### config.mk
export PLATFORM = sky130hd
export DESIGN_NAME = rtc_bus_reader
export DESIGN_NICKNAME = d
export VERILOG_FILES = /design/src/rtl/rtc_bus_pkg.sv /design/src/rtl/rtc_bus_reader_phase_timer.sv /design/src/rtl/rtc_bus_reader.sv
export SDC_FILE = /design/constraint.sdc
export NUM_CORES = 1
export LEC_CHECK = 0
export BUFFER_PORTS_ARGS = -buffer_cell sky130_fd_sc_hd__buf_2
export CAP_MARGIN = 25
export CORE_MARGIN = 4
export CORE_UTILIZATION = 52
export CTS_CLUSTER_DIAMETER = 60
export DETAILED_ROUTE_END_ITERATION = 16
export PLACE_DENSITY_LB_ADDON = 0.15
export SYNTH_ARGS = -nofsm -noshare
export SYNTH_HDL_FRONTEND = slang
export SYNTH_HIERARCHICAL = 1
export SYNTH_SLANG_ARGS = --single-unit
### constraint.sdc
create_clock -name clk -period 2.09 [get_ports clk]
set_input_delay 0.209 -clock clk [delete_from_list [all_inputs] [get_ports clk]]
set_output_delay 0.209 -clock clk [all_outputs]
set_load 0.02 [all_outputs]
### src/rtl/rtc_bus_pkg.sv
// Shared types and constants for the RTC bus read sequencer.
//   state_e       : sequencer state encoding
//   bus_ctrl_t    : registered bus-side outputs (strobes, direction, address byte)
//   phase_cnt_w() : width of the per-phase down-counter for a given T_PHASE
//   bus_for_state : bus output pattern for a state and address
package rtc_bus_pkg;

  localparam logic [7:0] RTC_ADDR1 = 8'h21;  // seconds
  localparam logic [7:0] RTC_ADDR2 = 8'h22;  // minutes
  localparam logic [7:0] RTC_ADDR3 = 8'h23;  // hours

  typedef enum logic [2:0] {
    ST_IDLE,
    ST_ADDR_SETUP,
    ST_ADDR_WR,
    ST_ADDR_HOLD,
    ST_DATA_RD,
    ST_DATA_HOLD,
    ST_DONE
  } state_e;

  typedef struct packed {
    logic       cs_n;
    logic       rd_n;
    logic       wr_n;
    logic       a_d;
    logic       ad_oe;
    logic [7:0] ad_out;
  } bus_ctrl_t;

  localparam bus_ctrl_t BUS_IDLE = '{
    cs_n:   1'b1,
    rd_n:   1'b1,
    wr_n:   1'b1,
    a_d:    1'b1,
    ad_oe:  1'b0,
    ad_out: 8'h00
  };

  function automatic int unsigned phase_cnt_w(input int unsigned t_phase);
    return $clog2(t_phase + 1);
  endfunction

  // Bus pattern while sitting in a given state; address is driven only in the address states.
  function automatic bus_ctrl_t bus_for_state(input state_e st, input logic [7:0] addr);
    bus_ctrl_t b;
    b = BUS_IDLE;
    case (st)
      ST_ADDR_SETUP, ST_ADDR_HOLD: begin
        b.cs_n   = 1'b0;
        b.ad_oe  = 1'b1;
        b.ad_out = addr;
      end
      ST_ADDR_WR: begin
        b.cs_n   = 1'b0;
        b.wr_n   = 1'b0;
        b.ad_oe  = 1'b1;
        b.ad_out = addr;
      end
      ST_DATA_RD: begin
        b.cs_n = 1'b0;
        b.a_d  = 1'b0;
        b.rd_n = 1'b0;
      end
      ST_DATA_HOLD: begin
        b.cs_n = 1'b0;
        b.a_d  = 1'b0;
      end
      default: b = BUS_IDLE;
    endcase
    return b;
  endfunction

endpackage

### src/rtl/rtc_bus_reader_phase_timer.sv
// Loadable down-counter that times one bus phase.
//   clk, rst_n : clock, async active-low reset
//   load       : reload the counter with load_val this cycle
//   load_val   : reload value (phase length minus one)
//   tc_c       : combinational terminal count, high while the counter is zero
module phase_timer #(
  parameter int unsigned W = 3
) (
  input  logic         clk,
  input  logic         rst_n,
  input  logic         load,
  input  logic [W-1:0] load_val,
  output logic         tc_c
);

  logic [W-1:0] cnt_q;
  logic [W-1:0] cnt_d;

  // Reload has priority; otherwise count down and rest at zero.
  always_comb begin
    cnt_d = cnt_q;
    if (load) begin
      cnt_d = load_val;
    end else if (cnt_q != '0) begin
      cnt_d = cnt_q - W'(1);
    end
  end

  always_ff @(posedge clk or negedge rst_n) begin
    if (!rst_n) begin
      cnt_q <= '0;
    end else begin
      cnt_q <= cnt_d;
    end
  end

  assign tc_c = (cnt_q == '0);

endmodule

### src/rtl/rtc_bus_reader.sv
// Bus-master sequencer that reads three RTC registers over the multiplexed
// 8-bit address/data bus and latches the returned bytes.
//   clk, rst_n         : clock, async active-low reset
//   start              : request a three-register read (sampled in IDLE only)
//   ad_in              : bus value from the pad
//   ad_out, ad_oe      : address byte and pad output enable
//   cs_n, rd_n, wr_n   : RTC chip select and strobes (active low)
//   a_d                : 1 = address phase, 0 = data phase
//   rg1, rg2, rg3      : latched bytes from ADDR1..ADDR3
//   busy, done         : sequence in progress / one-cycle completion pulse
//   sel_vga            : 0 while busy (VGA shows live bus), 1 otherwise
module rtc_bus_reader
  import rtc_bus_pkg::*;
#(
  parameter int unsigned T_PHASE = 4,
  parameter logic [7:0]  ADDR1   = RTC_ADDR1,
  parameter logic [7:0]  ADDR2   = RTC_ADDR2,
  parameter logic [7:0]  ADDR3   = RTC_ADDR3
) (
  input  logic       clk,
  input  logic       rst_n,
  input  logic       start,
  input  logic [7:0] ad_in,
  output logic [7:0] ad_out,
  output logic       ad_oe,
  output logic       cs_n,
  output logic       rd_n,
  output logic       wr_n,
  output logic       a_d,
  output logic [7:0] rg1,
  output logic [7:0] rg2,
  output logic [7:0] rg3,
  output logic       busy,
  output logic       done,
  output logic       sel_vga
);

  localparam int unsigned      CNT_W      = phase_cnt_w(T_PHASE);
  localparam logic [CNT_W-1:0] PHASE_LOAD = CNT_W'(T_PHASE - 1);
  localparam logic [1:0]       LAST_IDX   = 2'd2;

  state_e     state_q, state_d;
  logic [1:0] idx_q, idx_d;
  bus_ctrl_t  bus_q, bus_d;
  logic       busy_q, busy_d;
  logic       done_q, done_d;
  logic       sel_vga_q, sel_vga_d;
  logic [7:0] rg1_q, rg1_d;
  logic [7:0] rg2_q, rg2_d;
  logic [7:0] rg3_q, rg3_d;
  logic [7:0] addr_c;
  logic       load_c;
  logic       tc_c;

  phase_timer #(
    .W(CNT_W)
  ) u_phase_timer (
    .clk      (clk),
    .rst_n    (rst_n),
    .load     (load_c),
    .load_val (PHASE_LOAD),
    .tc_c     (tc_c)
  );

  // Next state and register index; the timer is reloaded on every entry into a bus state.
  always_comb begin
    state_d = state_q;
    idx_d   = idx_q;
    load_c  = 1'b0;
    case (state_q)
      ST_IDLE: begin
        if (start) begin
          state_d = ST_ADDR_SETUP;
          load_c  = 1'b1;
        end
      end
      ST_ADDR_SETUP: begin
        if (tc_c) begin
          state_d = ST_ADDR_WR;
          load_c  = 1'b1;
        end
      end
      ST_ADDR_WR: begin
        if (tc_c) begin
          state_d = ST_ADDR_HOLD;
          load_c  = 1'b1;
        end
      end
      ST_ADDR_HOLD: begin
        if (tc_c) begin
          state_d = ST_DATA_RD;
          load_c  = 1'b1;
        end
      end
      ST_DATA_RD: begin
        if (tc_c) begin
          state_d = ST_DATA_HOLD;
          load_c  = 1'b1;
        end
      end
      ST_DATA_HOLD: begin
        if (tc_c) begin
          if (idx_q == LAST_IDX) begin
            state_d = ST_DONE;
          end else begin
            idx_d   = idx_q + 2'd1;
            state_d = ST_ADDR_SETUP;
            load_c  = 1'b1;
          end
        end
      end
      ST_DONE: begin
        state_d = ST_IDLE;
        idx_d   = 2'd0;
      end
      default: begin
        state_d = ST_IDLE;
        idx_d   = 2'd0;
      end
    endcase
  end

  // Address for the register about to be accessed.
  always_comb begin
    case (idx_d)
      2'd0:    addr_c = ADDR1;
      2'd1:    addr_c = ADDR2;
      default: addr_c = ADDR3;
    endcase
  end

  // Outputs are decoded from the next state so they line up with the state register.
  always_comb begin
    bus_d     = bus_for_state(state_d, addr_c);
    busy_d    = (state_d != ST_IDLE) && (state_d != ST_DONE);
    done_d    = (state_d == ST_DONE);
    sel_vga_d = ~busy_d;
  end

  // Capture the bus on the edge that ends the last DATA_RD cycle.
  always_comb begin
    rg1_d = rg1_q;
    rg2_d = rg2_q;
    rg3_d = rg3_q;
    if ((state_q == ST_DATA_RD) && tc_c) begin
      case (idx_q)
        2'd0:    rg1_d = ad_in;
        2'd1:    rg2_d = ad_in;
        default: rg3_d = ad_in;
      endcase
    end
  end

  always_ff @(posedge clk or negedge rst_n) begin
    if (!rst_n) begin
      state_q   <= ST_IDLE;
      idx_q     <= 2'd0;
      bus_q     <= BUS_IDLE;
      busy_q    <= 1'b0;
      done_q    <= 1'b0;
      sel_vga_q <= 1'b1;
      rg1_q     <= 8'h00;
      rg2_q     <= 8'h00;
      rg3_q     <= 8'h00;
    end else begin
      state_q   <= state_d;
      idx_q     <= idx_d;
      bus_q     <= bus_d;
      busy_q    <= busy_d;
      done_q    <= done_d;
      sel_vga_q <= sel_vga_d;
      rg1_q     <= rg1_d;
      rg2_q     <= rg2_d;
      rg3_q     <= rg3_d;
    end
  end

  assign ad_out  = bus_q.ad_out;
  assign ad_oe   = bus_q.ad_oe;
  assign cs_n    = bus_q.cs_n;
  assign rd_n    = bus_q.rd_n;
  assign wr_n    = bus_q.wr_n;
  assign a_d     = bus_q.a_d;
  assign rg1     = rg1_q;
  assign rg2     = rg2_q;
  assign rg3     = rg3_q;
  assign busy    = busy_q;
  assign done    = done_q;
  assign sel_vga = sel_vga_q;

endmodule

==> flow_summary_export.csv <==
group,metric,value,unit
worst_setup_path,rrSetupSlack,0.15,ns
placement,dp.final_hpwl,2671,um
worst_setup_path,slowest_delay,0.37,ns
timing,period_minus_slack,1.943,ns
synth,post_synth_instance_area,1911,um^2
min_path,worstHoldEndpoint,"rg3[5]$_DFFE_PN0P_",
worst_setup_path,cp.depth,9,
timing,worst_tran_pin_value,0.5029,ns
floorplan,die_h,68.62,um
worst_setup_path,regToRegStartpoint,"u_phase_timer/cnt_q[1]$_DFFE_PN0P_",
worst_setup_path,timing.critical_path.from_type,"flop",
placement,numPlacedInstances,242,
synth,portion_of_the_post_synthesis_area_used_by_sequential_elements,55.34,%
worst_setup_path,crit_top_cell,"buf_4",
worst_setup_path,crit_family,"compound AO/OA/AOI/OAI gates",
clocking,clk_pin_slew,0.08,ns
synth,ys_seq_elements,42,
synth,asyncSetResetFlopFracSynth,100.0,%
global_routing,grt_max_degree,43,
job,maxCapViolations,0,
floorplan,core_area,3442,um^2
routing,via_per_inst,5.161,
finish,num-nets-final,224,
min_path,whs_path_cells,2,
timing,setup_viol_count_final,0,
routing,routed_wl,3576,um
clocking,clk_latency,0.28,ns
placement,place_ws,0.03446,ns
worst_setup_path,crit_path_cell_trace,"inv_1 > ha_2 > nand2b_1 > inv_2 > buf_4 > and3b_2 > o31ai_4 > buf_4 > a21boi_0",
timing,finalMaxSlewViolations,0,
global_routing,track_usage,17.06,%
timing,timing.clock.skew,0.004161,ns
pwr,peakVddDrop,0.6570,mV
timing,fin_setup_tns,0,ns
synth,synthCells,150,
clocking,cts-root-to-sink-buffers,2,
worst_setup_path,cp-end-kind,"flop",
worst_setup_path,reg2regPathDepth,9,
clocking,tritoncts_buffer_count,5,
min_path,min-delay-start,"ad_in[5]",
clocking,htree_levels,2,
synth,synth_cell_types,39,
global_routing,leftover_overflow_at_the_end_of_global_routing,0,
clocking,ctsRootBufferMaster,"clkbuf_8",
worst_setup_path,timing.rr.end,"done$_DFF_PN0_",
clocking,tritoncts,"done",
worst_setup_path,crit_arrival,2.15,ns
worst_setup_path,crit_path_max_fanout,5,
timing,grt_setup_unrepaired,"no",
finish,filler_cell_count,269,
routing,route.antenna.remaining_nets,0,
min_path,hold_path_class,"primary input to flop",
worst_setup_path,worst-setup-path-type,"flop to flop",
routing,drtPass1Iterations,4,
floorplan,ios,51,
floorplan,rows,21,
worst_setup_path,crit_buf_inv,4,
routing,route.detailed.drc,0,
routing,vias,1311,
placement,place.port_buffers,45,
synth,synthesis.yosys.warnings,6,
clocking,clock_sinks,42,
floorplan,die_width,68.62,um
finish,drive_above_1_share,48.08,%
run_status,run_status,"finished, final reports clean",
timing,layout_worst_path_cycle_share,92.96,%
timing,holdWs,0.1779,ns
routing,drt_iter0_drc,47,
global_routing,antenna_found_initial,0,
timing,slew-limit-headroom,66.48,%
timing,layout_setup_ws,0.1472,ns
floorplan,die_footprint,4708,um^2
pwr,total_power,2.863,mW
timing,max_freq,514.7,MHz
synth,number_of_enable_type_register_cells_in_the_synthesized_netlist,0,
routing,avgRoutedWirePerCell,14.08,um
pwr,static-leakage-power,1.127,nW
worst_setup_path,timing.critical_path.slowest_stage_cell,"dfrtp_1",
pwr,power_density,1231,nW/um^2
worst_setup_path,cp_data_required_time,2.30,ns
finish,insertedDiodeCount,0,
synth,syn_area_per_cell,12.74,um^2
placement,gp_congestion,0.7061,
synth,synth_flop_cell,"dfrtp_1",
finish,finish.cell_count_without_fillers,254,
timing,hold_violation_count_in_the_final_report,0,
global_routing,grt_pass1_wl,5844,um
finish,area.growth.synth_to_final,21.68,%
global_routing,grt_pass1_vias,1269,
floorplan,floorplan.initialDensity,55.51,%
==> synthesized netlist by cell type, types with 4 or more instances <==
master	count	share of area (%)
buf_4	7	2.8
nand3_1	4	1.0
dfstp_2	5	6.9
ha_1	6	3.9
a21oi_1	4	1.0
mux2_2	23	14
inv_1	14	2.8
nand2b_1	5	1.6
nor2b_1	4	1.3
dfrtp_1	37	48
==> placed cells by master (no fill, tap or decap), drive strengths merged, types with 3 or more instances in the layout <==
cell    instances
mux2           24
clkbuf          6
dfrtp          37
nor2b           4
buf            52
nand2           5
nand3           4
ha              6
conb            8
inv            14
nand2b          5
dfstp           5
a21oi           4
nor2            3
a221oi          3
==> metal layers <==
layer | vias up | global-route usage [%] | share of wire (%)
met2 | 34 | 29.80 | 52
met1 | 655 | 19.66 | 40
met5 | - | 0 | 0
met4 | 0 | 5.211 | 0.48
met3 | 2 | 5.673 | 7.7
li1 | 620 | - | -
==> cells by family after synthesis <==
family / share of synthesized area, %
AOI/OAI and AO/OA: 7.925
adders and majority gates: 3.929
buffers and inverters: 6.025
DFF: 55.34
muxes: 14.67
other: 0.3931
and+or+nand+nor: 11.72
==> state kept, by name, indices dropped and copies added, names as in the netlist <==
name	flops
busy	1
state_q	3
rd_n	1
done	1
rg2	8
ad_out	3
rg3	8
cs_n	1
a_d	1
wr_n	1
rg1	8
sel_vga	1
u_phase_timer/cnt_q	3
idx_q	2
==> through the flow <==
| step | utilization, % | instance area (um^2) |
|---|---|---|
| after detailed placement | 63.43 | 2183 |
| final | 67.54 | 2325 |
| after CTS | 66.23 | 2280 |
| after global placement | 63.43 | 2183 |
| after global routing | 67.54 | 2325 |
| after floorplan | - | 1933 |
==> area by class of cell <==
type                            count  area (um^2)  share of cell area, %
Clock buffer                        6        72.57                  3.122
Clock inverter                      2        13.76                 0.5920
Inverter                           14        52.55                  2.260
Multi-Input combinational cell     91        783.3                  33.69
Sequential cell                    42         1057                  45.48
Tap cell                           46        57.56                  2.476
Timing Repair Buffer               53        287.8                  12.38
==> power by group <==
part	leakage [nW]	switching (mW)	internal, mW	total (mW)
Clock	0.0452	0.259	0.235	0.495
Sequential	0.476	0.165	1.04	1.20
Combinational	0.607	0.659	0.505	1.16
==> what timing repair did <==
| action | 4_1_cts | 5_1_grt |
|---|---|---|
| resized for setup | 0 | 6 |
| buffers inserted | 0 | 3 |
| endpoints found under the hold margin | 37 | 0 |
| setup endpoints to repair | 0 | 30 |
| hold buffers | 1 | 0 |
==> how the worst max path moves through the flow <==
stage / startpoint / end / slack, ns
2_1_floorplan: u_phase_timer/cnt_q[0]$_DFFE_PN0P_ / rg1[3]$_DFFE_PN0P_ / 0.19
3_3_place_gp: u_phase_timer/cnt_q[0]$_DFFE_PN0P_ / rg1[3]$_DFFE_PN0P_ / 0.17
3_5_place_dp: u_phase_timer/cnt_q[0]$_DFFE_PN0P_ / rg1[3]$_DFFE_PN0P_ / 0.03
4_1_cts: u_phase_timer/cnt_q[0]$_DFFE_PN0P_ / rg1[3]$_DFFE_PN0P_ / 0.01
5_1_grt: u_phase_timer/cnt_q[1]$_DFFE_PN0P_ / cs_n$_DFF_PN1_ / 0.008
6_report: u_phase_timer/cnt_q[1]$_DFFE_PN0P_ / done$_DFF_PN0_ / 0.15
==> worst register-to-register path, cell delays in order, from the launching register on <==
cell	delay [ns]
dfrtp_1	0.37
inv_1	0.07
ha_2	0.18
nand2b_1	0.14
inv_2	0.07
buf_4	0.15
and3b_2	0.22
o31ai_4	0.33
buf_4	0.19
a21boi_0	0.16
(Power assumes the default switching activity.)
